### config.mk
export PLATFORM = sky130hd
export DESIGN_NAME = line_matrix_v2
export DESIGN_NICKNAME = d
export VERILOG_FILES = /design/src/rtl/line_matrix_v2.sv
export SDC_FILE = /design/constraint.sdc
export NUM_CORES = 1
export LEC_CHECK = 0
export CAP_MARGIN = 10
export CORE_ASPECT_RATIO = 0.5
export CORE_UTILIZATION = 55
export CTS_CLUSTER_SIZE = 10
export DETAILED_ROUTE_END_ITERATION = 16
export MAX_ROUTING_LAYER = met4
export PLACE_DENSITY = 0.71
export SYNTH_ARGS = -nofsm -noshare
export SYNTH_HDL_FRONTEND = slang
export SYNTH_SLANG_ARGS = --single-unit
### constraint.sdc
create_clock -name clk -period 2.35 [get_ports clk]
set_input_delay 0.47 -clock clk [delete_from_list [all_inputs] [get_ports clk]]
set_output_delay 0.47 -clock clk [all_outputs]
set_load 0.1 [all_outputs]
### src/rtl/line_matrix_v2.sv
// rtl/line_matrix_v2.sv - routes synchronised input lines to outputs with per-output mode and pulse stretch
// Config lands in shadow registers and is copied to the active map in a single COMMIT cycle.
module line_matrix_v2 #(
  parameter int N_IN        = 8,
  parameter int N_OUT       = 10,
  parameter int SYNC_STAGES = 2,
  parameter int STRETCH_W   = 8,
  localparam int IDX_W      = (N_OUT > 1) ? $clog2(N_OUT) : 1,
  localparam int SRC_W      = $clog2(N_IN)
) (
  input  logic                 clk,
  input  logic                 rstn,
  input  logic [N_IN-1:0]      in_lines,
  output logic [N_OUT-1:0]     out_lines,
  input  logic                 cfg_valid,
  output logic                 cfg_ready,
  input  logic [IDX_W-1:0]     cfg_idx,
  input  logic [SRC_W-1:0]     cfg_src,
  input  logic [1:0]           cfg_mode,
  input  logic [STRETCH_W-1:0] cfg_stretch,
  input  logic                 cfg_we,
  input  logic                 cfg_commit,
  output logic                 cfg_err
);
  localparam int SRC_N = 1 << SRC_W;

  typedef enum logic {IDLE, COMMIT} state_t;
  state_t state;

  logic [1:0]           sh_mode    [N_OUT];
  logic [SRC_W-1:0]     sh_src     [N_OUT];
  logic [STRETCH_W-1:0] sh_stretch [N_OUT];
  logic [1:0]           act_mode    [N_OUT];
  logic [SRC_W-1:0]     act_src     [N_OUT];
  logic [STRETCH_W-1:0] act_stretch [N_OUT];
  logic [STRETCH_W-1:0] cnt         [N_OUT];

  logic [N_IN-1:0]  sync_q [SYNC_STAGES];
  logic [SRC_N-1:0] sync_pad;
  logic [N_OUT-1:0] mapped;
  logic [N_OUT-1:0] prev_mapped;
  logic             accept;
  logic             idx_ok;
  logic             src_ok;
  logic             wr_ok;

  assign accept = cfg_valid & cfg_ready;
  assign idx_ok = 32'(cfg_idx) < 32'(N_OUT);
  // off and force-high never look at the source, so any src is legal for them
  assign src_ok = (cfg_mode == 2'b00) || (cfg_mode == 2'b11) || (32'(cfg_src) < 32'(N_IN));
  assign wr_ok  = accept & cfg_we & idx_ok & src_ok;

  // Zero-padded so a non-power-of-two N_IN never indexes past the synchroniser
  assign sync_pad = SRC_N'(sync_q[SYNC_STAGES-1]);

  always_comb begin
    mapped = '0;
    for (int o = 0; o < N_OUT; o++) begin
      case (act_mode[o])
        2'b00:   mapped[o] = 1'b0;
        2'b01:   mapped[o] = sync_pad[act_src[o]];
        2'b10:   mapped[o] = ~sync_pad[act_src[o]];
        default: mapped[o] = 1'b1;
      endcase
    end
  end

  always_ff @(posedge clk or negedge rstn) begin
    if (!rstn) begin
      state     <= IDLE;
      cfg_ready <= 1'b1;
      cfg_err   <= 1'b0;
      for (int o = 0; o < N_OUT; o++) begin
        sh_mode[o]     <= '0;
        sh_src[o]      <= '0;
        sh_stretch[o]  <= '0;
        act_mode[o]    <= '0;
        act_src[o]     <= '0;
        act_stretch[o] <= '0;
      end
    end else begin
      cfg_err <= accept & cfg_we & ~(idx_ok & src_ok);
      for (int o = 0; o < N_OUT; o++) begin
        if (wr_ok && cfg_idx == IDX_W'(o)) begin
          sh_mode[o]    <= cfg_mode;
          sh_src[o]     <= cfg_src;
          sh_stretch[o] <= cfg_stretch;
        end
      end
      case (state)
        IDLE: begin
          if (accept && cfg_commit) begin
            state     <= COMMIT;
            cfg_ready <= 1'b0;
          end
        end
        COMMIT: begin
          for (int o = 0; o < N_OUT; o++) begin
            act_mode[o]    <= sh_mode[o];
            act_src[o]     <= sh_src[o];
            act_stretch[o] <= sh_stretch[o];
          end
          state     <= IDLE;
          cfg_ready <= 1'b1;
        end
      endcase
    end
  end

  always_ff @(posedge clk or negedge rstn) begin
    if (!rstn) begin
      for (int s = 0; s < SYNC_STAGES; s++) sync_q[s] <= '0;
      prev_mapped <= '0;
      out_lines   <= '0;
      for (int o = 0; o < N_OUT; o++) cnt[o] <= '0;
    end else begin
      sync_q[0] <= in_lines;
      for (int s = 1; s < SYNC_STAGES; s++) sync_q[s] <= sync_q[s-1];
      for (int o = 0; o < N_OUT; o++) begin
        out_lines[o] <= mapped[o] | (cnt[o] != '0);
        // Clearing edge history on commit lets a new map start from a clean rising edge
        if (state == COMMIT) begin
          prev_mapped[o] <= 1'b0;
          cnt[o]         <= '0;
        end else begin
          prev_mapped[o] <= mapped[o];
          if (mapped[o] && !prev_mapped[o]) cnt[o] <= act_stretch[o];
          else if (cnt[o] != '0)            cnt[o] <= cnt[o] - STRETCH_W'(1);
        end
      end
    end
  end
endmodule

==> results by group, run 1 <==
Status
  – Status: finished, final reports clean

Drt
  – Final wirelength: 37.3 mm
  – Drt first pass iters: 4
  – DRC: 0
  – Routed via count: 11100
  – Avg Vias per Cell: 5.78
  – Iteration-0 DRC Markers: 793
  – Antenna-violating nets left: 0
  – Drt wl/cell: 19.4 microns

Placed design
  – Detail Placement HPWL: 24.0 mm
  – Port Buf Inserts: 41
  – GP Congestion: 0.842
  – Post-placement cell area: 0.0183 sq mm
  – Pre-CTS setup slack: -0.203 ns

Critical path
  – Crit path launch: cfg_ready
  – Setup CP Type: register to register
  – CP arrival: 2.58 ns
  – Crit path max fanout: 13
  – Endpoint class of the critical path: register
  – CP required: 2.77 ns
  – Worst reg-to-reg path cell count: 5
  – CP max-delay cell: dfstp_4
  – Worst r2r src: cfg_ready
  – Crit start category: register
  – Critical-path cell list: nand3_1 > or3_1 > nor3b_2 > buf_4 > mux2_2
  – Top delay family on crit path: simple AND/OR/NAND/NOR gates
  – CP max stage delay: 0.65 ns
  – Instance count on the critical path: 5
  – Buf/Inv on CP: 1

Min path
  – Hold Crit Depth: 0
  – Min-Delay Path Class: register to register
  – Hold Crit Start: sync_q[9]

Clocking
  – CTS max path bufs: 3
  – Clk root buf: clkbuf_16
  – Clk_lat worst skew: 0.54 ns
  – CTS tree: built
  – Setup bufs post-CTS: 0
  – Number of CTS-inserted buffers: 43
  – H-tree depth: 2
  – Clock sinks: 379
  – Clock transition at path regs: 0.06 ns

Final layout
  – Fin area: 0.0194 sq mm
  – Most frequent cells in the layout: 377 x dfrtp_1, 255 x nand2_1, 183 x mux2_2
  – Diode count: 0
  – Fillcell total: 2355
  – Area growth syn-to-layout: 13.0%
  – Most common cell after layout, fill and taps aside: dfrtp_1
  – Area of the multi-input gates: 0.00727 sq mm
  – Nets: 1547
  – Layout cells sized above 1: 0.217
  – Register area: 0.00949 sq mm

Synth
  – Seq/Total Area, Yosys: 0.551
  – Synth unique cells: 47
  – Number of synthesis warnings: 0
  – Synth Area per Inst: 11.9 sq um
  – Synthesized instance count: 1440
  – Synth Register Bits: 379
  – Post-synth net total: 1490
  – Synth Cell Area: 0.0172 sq mm

Global routing
  – Vias in the first global route: 11700
  – Largest net degree at the start of global routing: 82
  – First-pass GRT wire length: 62.2 mm
  – Total Routing Usage GR: 0.254
  – Initial antenna violation count: 2
  – GRT Residual Overflow: 0

Timing
  – RSZ-0062 raised after global routing: no
  – Final Cycle Share: 0.921
  – Slew margin rel.: 0.526
  – Clock Skew: 0.0128 ns
  – Final setup violation count: 0
  – Min Tclk post-route: 2.16 ns
  – Min Hold Slack: 0.344 ns
  – Setup ws final: 0.186 ns
  – Setup TNS: 0 ns
  – F_max: 0.462 GHz
  – Slew @ Worst Pin: 0.705 ns
  – Slew Viols, Final: 0
  – Count of final hold-check violations: 0

Flow run
  – Max_cap viols: 0

Pwr
  – Internal power: 15.6 mW
  – Max rail drop VDD: 0.000520 V
  – Seq pwr share: 0.429
  – LEAKAGE: 9.21 nW
  – Psw: 7.92 mW
  – Comb power frac: 0.327
  – Switching share of power: 0.337
  – Power Dens Cells: 1210 mW/mm^2
  – Clock Power Share: 0.245

Die
  – Core region area: 0.0305 sq mm
  – Initial Utilization: 0.564
  – Number of cell rows: 45
  – Die Wd: 252 microns
  – Die Y-Extent: 127 microns
  – Die area: 0.0320 sq mm
  – I/O Pins: 42
[final timing paths]
kind,end,slack [ns]
min in group asynchronous,cnt[48],0.47
worst max-delay path,sh_stretch[41],0.19
worst min register to register,sync_pad[1],0.34
worst max register to register,sh_stretch[41],0.19
max in group asynchronous,sh_stretch[30],1.10
worst min-delay path,sync_pad[1],0.34
[per-stage QoR]
step / power (mW) / util / instances
detailed placement: 17.8 / 0.600 / 1874
global route: 25.0 / 0.637 / 1922
finish: 23.5 / 0.637 / 1922
floorplan: 15.8 / - / 1440
global placement: 17.2 / 0.600 / 1874
CTS: 23.7 / 0.637 / 1922
[sequential cells by signal, indices dropped and copies added (netlist names), 10 cells and up]
register / flops
sh_src: 30
prev_mapped: 10
sh_stretch: 80
act_mode: 20
out_lines: 10
cnt: 80
act_src: 30
act_stretch: 80
sh_mode: 20
[final cells by class]
type                    instances  share of cell area
repair buffers                 94              0.0462
inverters                      31             0.00599
well taps                     423              0.0272
flip-flops and latches        379               0.488
clock buffers                  47              0.0583
multi-input cells             948               0.374
[kinds of logic (layout without fill, tap and decap cells)]
group | count (synthesis) | after routing | share of synthesized area
and+or+nand+nor | 462 | 462 | 0.131
DFF | 379 | 379 | 0.551
muxes | 333 | 333 | 0.222
buffers and inverters | 113 | 172 | 0.0263
AOI/OAI and AO/OA | 103 | 103 | 0.0398
xor gates and xnor gates | 30 | 30 | 0.0153
adders and majority gates | 20 | 20 | 0.0145
[what timing repair did]
item	4_1_cts	5_1_grt
gates resized for setup	0	0
hold buffers	1	0
hold endpoints to repair	45	0
[cell usage after synthesis, drive strengths merged]
cell type	number	area, sq um
a2111oi	8	70.1
a211o	7	61.3
a21boi	2	15.0
a21o	6	45.0
a21oi	8	40.0
a31oi	3	18.8
and2	4	25.0
and3	5	31.3
and4	2	17.5
buf	36	156
clkbuf	46	180
clkinv	1	3.75
dfrtp	378	9460
dfstp	1	26.3
ha	20	250
inv	30	113
mux2	183	2060
mux2i	140	1530
mux4	10	225
nand2	255	957
nand2b	21	131
nand3	14	70.1
nand3b	1	7.51
nand4	1	6.26
nor2	21	78.8
nor2b	11	68.8
nor3	10	55.1
nor3b	22	170
nor4	19	119
o21a	13	97.6
o21ai	39	195
o311ai	6	52.6
o31a	3	26.3
o31ai	7	52.6
o41a	1	11.3
or3	49	308
or3b	8	70.1
or4	19	143
xnor2	23	201
xor2	7	61.3
[power groups by stage]
stage	clock [mW]	combinational, mW	sequential [mW]
finish	5.75	7.68	10.1
detailed placement	0	7.64	10.1
global placement	0	7.23	10.0
CTS	5.89	7.74	10.0
global route	6.17	8.53	10.3
floorplan	0	5.80	10.0
[layer usage]
metal	routed length, microns	track usage	up-vias
li1	-	-	5119
met4	750	0.0667	0
met2	17400	0.397	221
met1	17500	0.350	5703
met5	0	-	-
met3	1640	0.0418	70
(Power assumes the default switching activity.)
==> run 2, diff against run 1 <==
--- a/config.mk
+++ b/config.mk
@@ -12,6 +12,7 @@
 export DETAILED_ROUTE_END_ITERATION = 16
 export MAX_ROUTING_LAYER = met4
 export PLACE_DENSITY = 0.71
+export SKIP_CTS_REPAIR_TIMING = 1
 export SYNTH_ARGS = -nofsm -noshare
 export SYNTH_HDL_FRONTEND = slang
 export SYNTH_SLANG_ARGS = --single-unit
==> results of run 2 <==
The final DEF is identical to that of run 1; final timing and power are the same.
==> run 3, diff against run 2 <==
--- a/config.mk
+++ b/config.mk
@@ -10,6 +10,7 @@
 export CORE_UTILIZATION = 55
 export CTS_CLUSTER_SIZE = 10
 export DETAILED_ROUTE_END_ITERATION = 16
+export HOLD_SLACK_MARGIN = 0.05
 export MAX_ROUTING_LAYER = met4
 export PLACE_DENSITY = 0.71
 export SKIP_CTS_REPAIR_TIMING = 1
==> results of run 3 <==
The final DEF is identical to that of run 1; final timing and power are the same.
